$ cat config.mk
export PLATFORM = sky130hd
export DESIGN_NAME = demosaic_root_divsat
export DESIGN_NICKNAME = d
export VERILOG_FILES = /design/src/rtl/demosaic_root_divsat_pkg.sv /design/src/rtl/demosaic_root_divsat_sat.sv /design/src/rtl/demosaic_root_divsat.sv
export SDC_FILE = /design/constraint.sdc
export NUM_CORES = 1
export LEC_CHECK = 0
export BUFFER_PORTS_ARGS = -buffer_cell sky130_fd_sc_hd__buf_2
export CORE_ASPECT_RATIO = 0.9
export CORE_MARGIN = 2
export CORE_UTILIZATION = 40
export DETAILED_ROUTE_END_ITERATION = 7
export PLACE_DENSITY = 0.56
export SYNTH_ARGS = -nofsm -noshare
export SYNTH_HDL_FRONTEND = slang
export SYNTH_HIERARCHICAL = 1
export SYNTH_SLANG_ARGS = --single-unit
$ cat constraint.sdc
create_clock -name ap_clk -period 5.2 [get_ports ap_clk]
set_input_delay 0.78 -clock ap_clk [delete_from_list [all_inputs] [get_ports ap_clk]]
set_output_delay 0.78 -clock ap_clk [all_outputs]
set_load 0.005 [all_outputs]
$ cat src/rtl/demosaic_root_divsat_pkg.sv
// demosaic_root_divsat_pkg: shared widths, saturation limits and FSM states for the demosaic divider.
//   DEF_DIN0_WIDTH / DEF_DIN1_WIDTH / DEF_DOUT_WIDTH : default operand and result widths
//   SAT_MAX / SAT_MIN                                : signed quotient clamp limits at the default width
//   state_t                                          : IDLE -> CALC -> DONE controller states
//   cnt_width()                                      : iteration counter width for a given dividend width
package demosaic_root_divsat_pkg;
  localparam int DEF_DIN0_WIDTH = 28;
  localparam int DEF_DIN1_WIDTH = 18;
  localparam int DEF_DOUT_WIDTH = 10;
  localparam int SAT_MAX = 2 ** (DEF_DOUT_WIDTH - 1) - 1;
  localparam int SAT_MIN = -(2 ** (DEF_DOUT_WIDTH - 1));
  typedef enum logic [1:0] {IDLE, CALC, DONE} state_t;
  function automatic int cnt_width(input int w);
    return $clog2(w);
  endfunction
  localparam int CNT_W = cnt_width(DEF_DIN0_WIDTH);
endpackage

$ cat src/rtl/demosaic_root_divsat_sat.sv
// demosaic_root_divsat_sat: applies sign, optional round-half-away-from-zero and signed saturation to a magnitude quotient.
//   mag_i  : unsigned magnitude quotient
//   neg_i  : result is negative (dividend sign)
//   rnd_i  : round-up request, used only when DEMOSAIC_DIVSAT_ROUND_EN is defined
//   dz_i   : divisor was zero; forces the clamp toward the dividend sign
//   dout_o : signed saturated quotient
//   ovf_o  : quotient was clamped (always set on divide by zero)
module demosaic_root_divsat_sat
  import demosaic_root_divsat_pkg::*;
#(
  parameter int MAG_WIDTH = DEF_DIN0_WIDTH,
  parameter int OUT_WIDTH = DEF_DOUT_WIDTH
) (
  input  logic [MAG_WIDTH-1:0]        mag_i,
  input  logic                        neg_i,
  input  logic                        rnd_i,
  input  logic                        dz_i,
  output logic signed [OUT_WIDTH-1:0] dout_o,
  output logic                        ovf_o
);
  localparam logic [MAG_WIDTH:0] POS_LIM = (MAG_WIDTH + 1)'(2 ** (OUT_WIDTH - 1) - 1);
  localparam logic [MAG_WIDTH:0] NEG_LIM = POS_LIM + 1'b1;
  localparam logic [OUT_WIDTH-1:0] OUT_MAX = {1'b0, {(OUT_WIDTH - 1){1'b1}}};
  localparam logic [OUT_WIDTH-1:0] OUT_MIN = {1'b1, {(OUT_WIDTH - 1){1'b0}}};
  logic [MAG_WIDTH:0] mag_r;
  logic [OUT_WIDTH-1:0] low;
  logic clamp;
`ifdef DEMOSAIC_DIVSAT_ROUND_EN
  assign mag_r = {1'b0, mag_i} + {{MAG_WIDTH{1'b0}}, rnd_i};
`else
  logic unused_rnd;
  assign unused_rnd = rnd_i;
  assign mag_r = {1'b0, mag_i};
`endif
  // Negative results may reach one step further than positive ones (-2^(N-1) is legal).
  assign clamp = mag_r > (neg_i ? NEG_LIM : POS_LIM);
  assign low = mag_r[OUT_WIDTH-1:0];
  always_comb begin
    ovf_o = dz_i | clamp;
    dout_o = ovf_o ? (neg_i ? OUT_MIN : OUT_MAX) : (neg_i ? -low : low);
  end
endmodule

$ cat src/rtl/demosaic_root_divsat.sv
// demosaic_root_divsat: iterative restoring signed/unsigned divider with saturated quotient and ap_ctrl handshake.
//   ap_clk, ap_rst_n          : clock, asynchronous active-low reset
//   ap_start / ap_ready       : request / accepted this cycle (ap_start while idle)
//   ap_idle / ap_done         : controller idle / one-cycle result-valid pulse
//   din0 / din1               : signed dividend / unsigned divisor, sampled on acceptance only
//   dout / rem                : signed saturated quotient / remainder signed like the dividend
//   ovf / div_zero            : quotient clamped / divisor was zero
// Optional macro DEMOSAIC_DIVSAT_ROUND_EN: round the quotient to nearest, half away from zero.
module demosaic_root_divsat
  import demosaic_root_divsat_pkg::*;
#(
  parameter int DIN0_WIDTH = DEF_DIN0_WIDTH,
  parameter int DIN1_WIDTH = DEF_DIN1_WIDTH,
  parameter int DOUT_WIDTH = DEF_DOUT_WIDTH
) (
  input  logic                         ap_clk,
  input  logic                         ap_rst_n,
  input  logic                         ap_start,
  output logic                         ap_ready,
  output logic                         ap_idle,
  output logic                         ap_done,
  input  logic signed [DIN0_WIDTH-1:0] din0,
  input  logic [DIN1_WIDTH-1:0]        din1,
  output logic signed [DOUT_WIDTH-1:0] dout,
  output logic signed [DIN1_WIDTH:0]   rem,
  output logic                         ovf,
  output logic                         div_zero
);
  localparam int CW = cnt_width(DIN0_WIDTH);
  state_t state_q, state_d;
  logic neg_q, neg_d;
  logic [DIN0_WIDTH-1:0] dvd_q, dvd_d, quo_q, quo_d, quo_nx;
  logic [DIN1_WIDTH-1:0] dvs_q, dvs_d, pr_q, pr_d, pr_nx;
  logic [CW-1:0] cnt_q, cnt_d;
  logic signed [DOUT_WIDTH-1:0] dout_q, dout_d, sat_dout;
  logic signed [DIN1_WIDTH:0] rem_q, rem_d;
  logic ovf_q, ovf_d, dz_q, dz_d, sat_ovf;
  logic [DIN1_WIDTH:0] pr_sh, pr_sub, pr_ext;
  logic ge, dz, rnd;
  // One restoring step: shift in the next dividend bit, subtract the divisor when it fits.
  assign pr_sh = {pr_q, dvd_q[DIN0_WIDTH-1]};
  assign pr_sub = pr_sh - {1'b0, dvs_q};
  assign ge = pr_sh >= {1'b0, dvs_q};
  assign pr_nx = ge ? pr_sub[DIN1_WIDTH-1:0] : pr_sh[DIN1_WIDTH-1:0];
  assign quo_nx = {quo_q[DIN0_WIDTH-2:0], ge};
  assign pr_ext = {1'b0, pr_nx};
  assign dz = dvs_q == '0;
`ifdef DEMOSAIC_DIVSAT_ROUND_EN
  assign rnd = {1'b0, pr_nx, 1'b0} >= {2'b0, dvs_q};
`else
  assign rnd = 1'b0;
`endif
  demosaic_root_divsat_sat #(
    .MAG_WIDTH(DIN0_WIDTH),
    .OUT_WIDTH(DOUT_WIDTH)
  ) u_sat (
    .mag_i (quo_nx),
    .neg_i (neg_q),
    .rnd_i (rnd),
    .dz_i  (dz),
    .dout_o(sat_dout),
    .ovf_o (sat_ovf)
  );
  always_comb begin
    state_d = state_q;
    neg_d = neg_q;
    dvd_d = dvd_q;
    dvs_d = dvs_q;
    pr_d = pr_q;
    quo_d = quo_q;
    cnt_d = cnt_q;
    dout_d = dout_q;
    rem_d = rem_q;
    ovf_d = ovf_q;
    dz_d = dz_q;
    case (state_q)
      IDLE: if (ap_start) begin
        state_d = CALC;
        neg_d = din0[DIN0_WIDTH-1];
        // Unsigned magnitude keeps -2^(N-1) representable.
        dvd_d = din0[DIN0_WIDTH-1] ? DIN0_WIDTH'(-din0) : DIN0_WIDTH'(din0);
        dvs_d = din1;
        pr_d = '0;
        quo_d = '0;
        cnt_d = CW'(DIN0_WIDTH - 1);
      end
      CALC: begin
        dvd_d = {dvd_q[DIN0_WIDTH-2:0], 1'b0};
        pr_d = pr_nx;
        quo_d = quo_nx;
        cnt_d = cnt_q - CW'(1);
        // Results are captured on the last step so they are valid throughout DONE.
        if (cnt_q == '0) begin
          state_d = DONE;
          dout_d = sat_dout;
          ovf_d = sat_ovf;
          dz_d = dz;
          rem_d = dz ? '0 : (neg_q ? -pr_ext : pr_ext);
        end
      end
      DONE: state_d = IDLE;
      default: state_d = IDLE;
    endcase
  end
  always_ff @(posedge ap_clk or negedge ap_rst_n) begin
    if (!ap_rst_n) begin
      state_q <= IDLE;
      neg_q <= 1'b0;
      dvd_q <= '0;
      dvs_q <= '0;
      pr_q <= '0;
      quo_q <= '0;
      cnt_q <= '0;
      dout_q <= '0;
      rem_q <= '0;
      ovf_q <= 1'b0;
      dz_q <= 1'b0;
    end else begin
      state_q <= state_d;
      neg_q <= neg_d;
      dvd_q <= dvd_d;
      dvs_q <= dvs_d;
      pr_q <= pr_d;
      quo_q <= quo_d;
      cnt_q <= cnt_d;
      dout_q <= dout_d;
      rem_q <= rem_d;
      ovf_q <= ovf_d;
      dz_q <= dz_d;
    end
  end
  assign ap_idle = state_q == IDLE;
  assign ap_ready = ap_start & ap_idle;
  assign ap_done = state_q == DONE;
  assign dout = dout_q;
  assign rem = rem_q;
  assign ovf = ovf_q;
  assign div_zero = dz_q;
endmodule

==> metrics.yaml <==
status: "complete, no violations"
critPathKind: "reg2reg"
syn_avg_cell_area_sq_um: 8.83
post_cts_resized: 0
post-dp-hpwl_um: 13900
p_sw_mw: 3.55
syn_area_sq_um: 7880
drive_gt1_share_pct: 15.8
rows: 48
power.share.clock_pct: 16.8
clk_pin_slew_worst_paths_ns: 0.06
cts.sinks: 130
finalCriticalPeriod_ns: 4.71
grt_overflow: 0
grt_max_degree: 97
post_drt_wl_per_cell_um: 16.1
cts-root-buf: "clkbuf_16"
pre_cts_slack_ns: 0.564
synth_nets: 976
worstPathCellList: "inv_1 > ha_1 > a21oi_1 > o22ai_1 > nor3_2 > a31oi_2 > nor2_4 > inv_2 > o21ai_0 > ha_1 > nand2_1 > nor2_1 > a41oi_1 > or3_1 > a2111oi_1 > a211o_1"
hold_path.class: "in2async"
io_buffer_count: 82
power_mw: 7.45
layout.nets: 1044
ioPinCount: 83
maxCapViolations: 0
comb_power_share_pct: 57.8
routed_via_density: 5.46
drtAntennaViolNets: 0
cts_buffers: 17
critPathBufInv: 2
crit_required_ns: 5.55
cpMostUsedCell: "ha_1"
utilization_pct: 47.5
critPathTopFamily: "compound AO/OA/AOI/OAI gates"
grt_pass1_vias: 6239
crit_slowest_cell: "a2111oi_1"
use_met2_pct: 26.8
worst_pin_slew_ns: 0.949
internal_power_mw: 3.90
die_h_um: 137
start_util_pct: 40.9
finalCritPeriodShare_pct: 90.6
fmax_mhz: 212
route.detailed.drc: 0
vias: 6685
drt_iter0_markers: 463
vdd_drop_max_v: 0.000324
tns_ns: 0
end_kind: "register"
cts_tree: "built"
die-area_sq_um: 20900
critPathMaxFanout: 17
fin_area_sq_um: 9160
drv_slew: 0
postSynthCellCount: 893
relSlewSlack_pct: 36.7
r2r-start: "dvs_q[6]"
clock_skew_ns: 0.0133
seqPwrFrac_pct: 25.5
grt_pass1_wl_um: 32900
cts-hold-fix-buffers: 0
postCtsSetupBuffers: 0
startpoint: "dvs_q[6]"
swShare_pct: 47.7
met1_usage_pct: 30.5
critPathMaxStageDelay_ns: 0.43
core_sq_um: 19300
globalRouteMet3Util_pct: 4.56
first_pass_iters: 5
gp_congestion: 0.920
p_leak_nw: 4.13
grt_setup_unrepaired: "no"
setup_viol: 0
die_w_um: 152
diodes: 0
final_hold_viol_count: 0
wl_um: 19700
arrival_ns: 5.06
track_usage_pct: 19.6
syn_to_final_growth_pct: 16.2
grt-busiest-layer: "met1"
ys_warn_count: 6
grt_antenna_before_repair: 1
clk_path_buf_depth: 2
worst_slack_ns: 0.490
worstSkewPairLatency_ns: 0.42
cp-start-kind: "register"
powerDensity_nw_per_um2: 814
postPlaceCellArea_sq_um: 8540
ctsHtreeMaxLevel: 4
[final cells by class]
cell class,count,area (sq um)
Tap cell,250,313
Clock inverter,14,179
Sequential cell,130,3250
Inverter,37,139
Multi-Input combinational cell,683,4350
Fill cell,1873,10100
Timing Repair Buffer,92,492
Clock buffer,18,439
[per-stage QoR]
step | hold WS, ns | cells
6_report | 0.439 | 1224
5_1_grt | 0.480 | 1224
4_1_cts | 0.473 | 1224
3_5_place_dp | 0.459 | 1192
3_3_place_gp | 0.454 | 1192
2_1_floorplan | 0.446 | 893
[layer usage]
layer,up-vias,wire (um)
met2,169,7830
met3,23,1010
met4,2,266
li1,3356,-
met5,-,13
met1,3135,10600
[power groups by stage]
stage,combinational [mW],clock [mW],sequential [mW]
after global routing,4.84,1.33,1.97
final,4.31,1.25,1.90
after detailed placement,4.28,0,1.91
after CTS,4.30,1.28,1.90
after global placement,4.26,0,1.90
after floorplan,3.21,0,1.78
[state kept, by name, summed over array words and instances, names as in the netlist, 2 cells and up]
signal   cells
pr_q        18
quo_q       27
state_q      2
cnt_q        5
dout        10
dvs_q       18
rem         19
dvd_q       28
[path summary, 6_finish.rpt]
kind | endpoint | slack [ns] | depth (start not counted)
setup / recovery | rem[14] | 0.49 | 16
hold / removal | rem[1] | 0.44 | 1
setup reg to reg | rem[14] | 0.49 | 16
hold reg to reg | dout[5] | 0.47 | 2
max in group asynchronous | dvd_q[24] | 3.73 | 2
min in group ap_clk | dout[5] | 0.47 | 2
[cell usage in the layout, fill, tap and decap left out, types with 4 or more instances in the layout]
master,instances
nand2_1,168
o21ai_1,4
inv_1,32
clkinv_4,4
nor4_1,13
a21oi_1,34
nand3_1,29
dfrtp_1,130
xor2_1,41
nor2_1,25
nand4_1,6
clkbuf_16,17
a211oi_1,5
o21a_1,5
a22oi_1,27
nor2b_1,7
or3_1,8
o41ai_1,6
ha_1,33
buf_2,81
xnor2_1,15
a21o_1,4
buf_4,10
mux2i_1,12
o31ai_1,12
a31oi_1,6
o21ai_0,111
and3_1,4
o221a_1,8
a22o_1,11
nor3_1,20
[worst reg2reg max path, cell delays in order, from the launching register on]
cell and delay (ns):
dfrtp_1 0.38, inv_1 0.08, ha_1 0.40, a21oi_1 0.34, o22ai_1 0.17, nor3_2 0.28
a31oi_2 0.19, nor2_4 0.41, inv_2 0.24, o21ai_0 0.39, ha_1 0.33, nand2_1 0.08
nor2_1 0.13, a41oi_1 0.22, or3_1 0.41, a2111oi_1 0.43, a211o_1 0.16
Note: power is estimated with default switching activity, not from simulation.
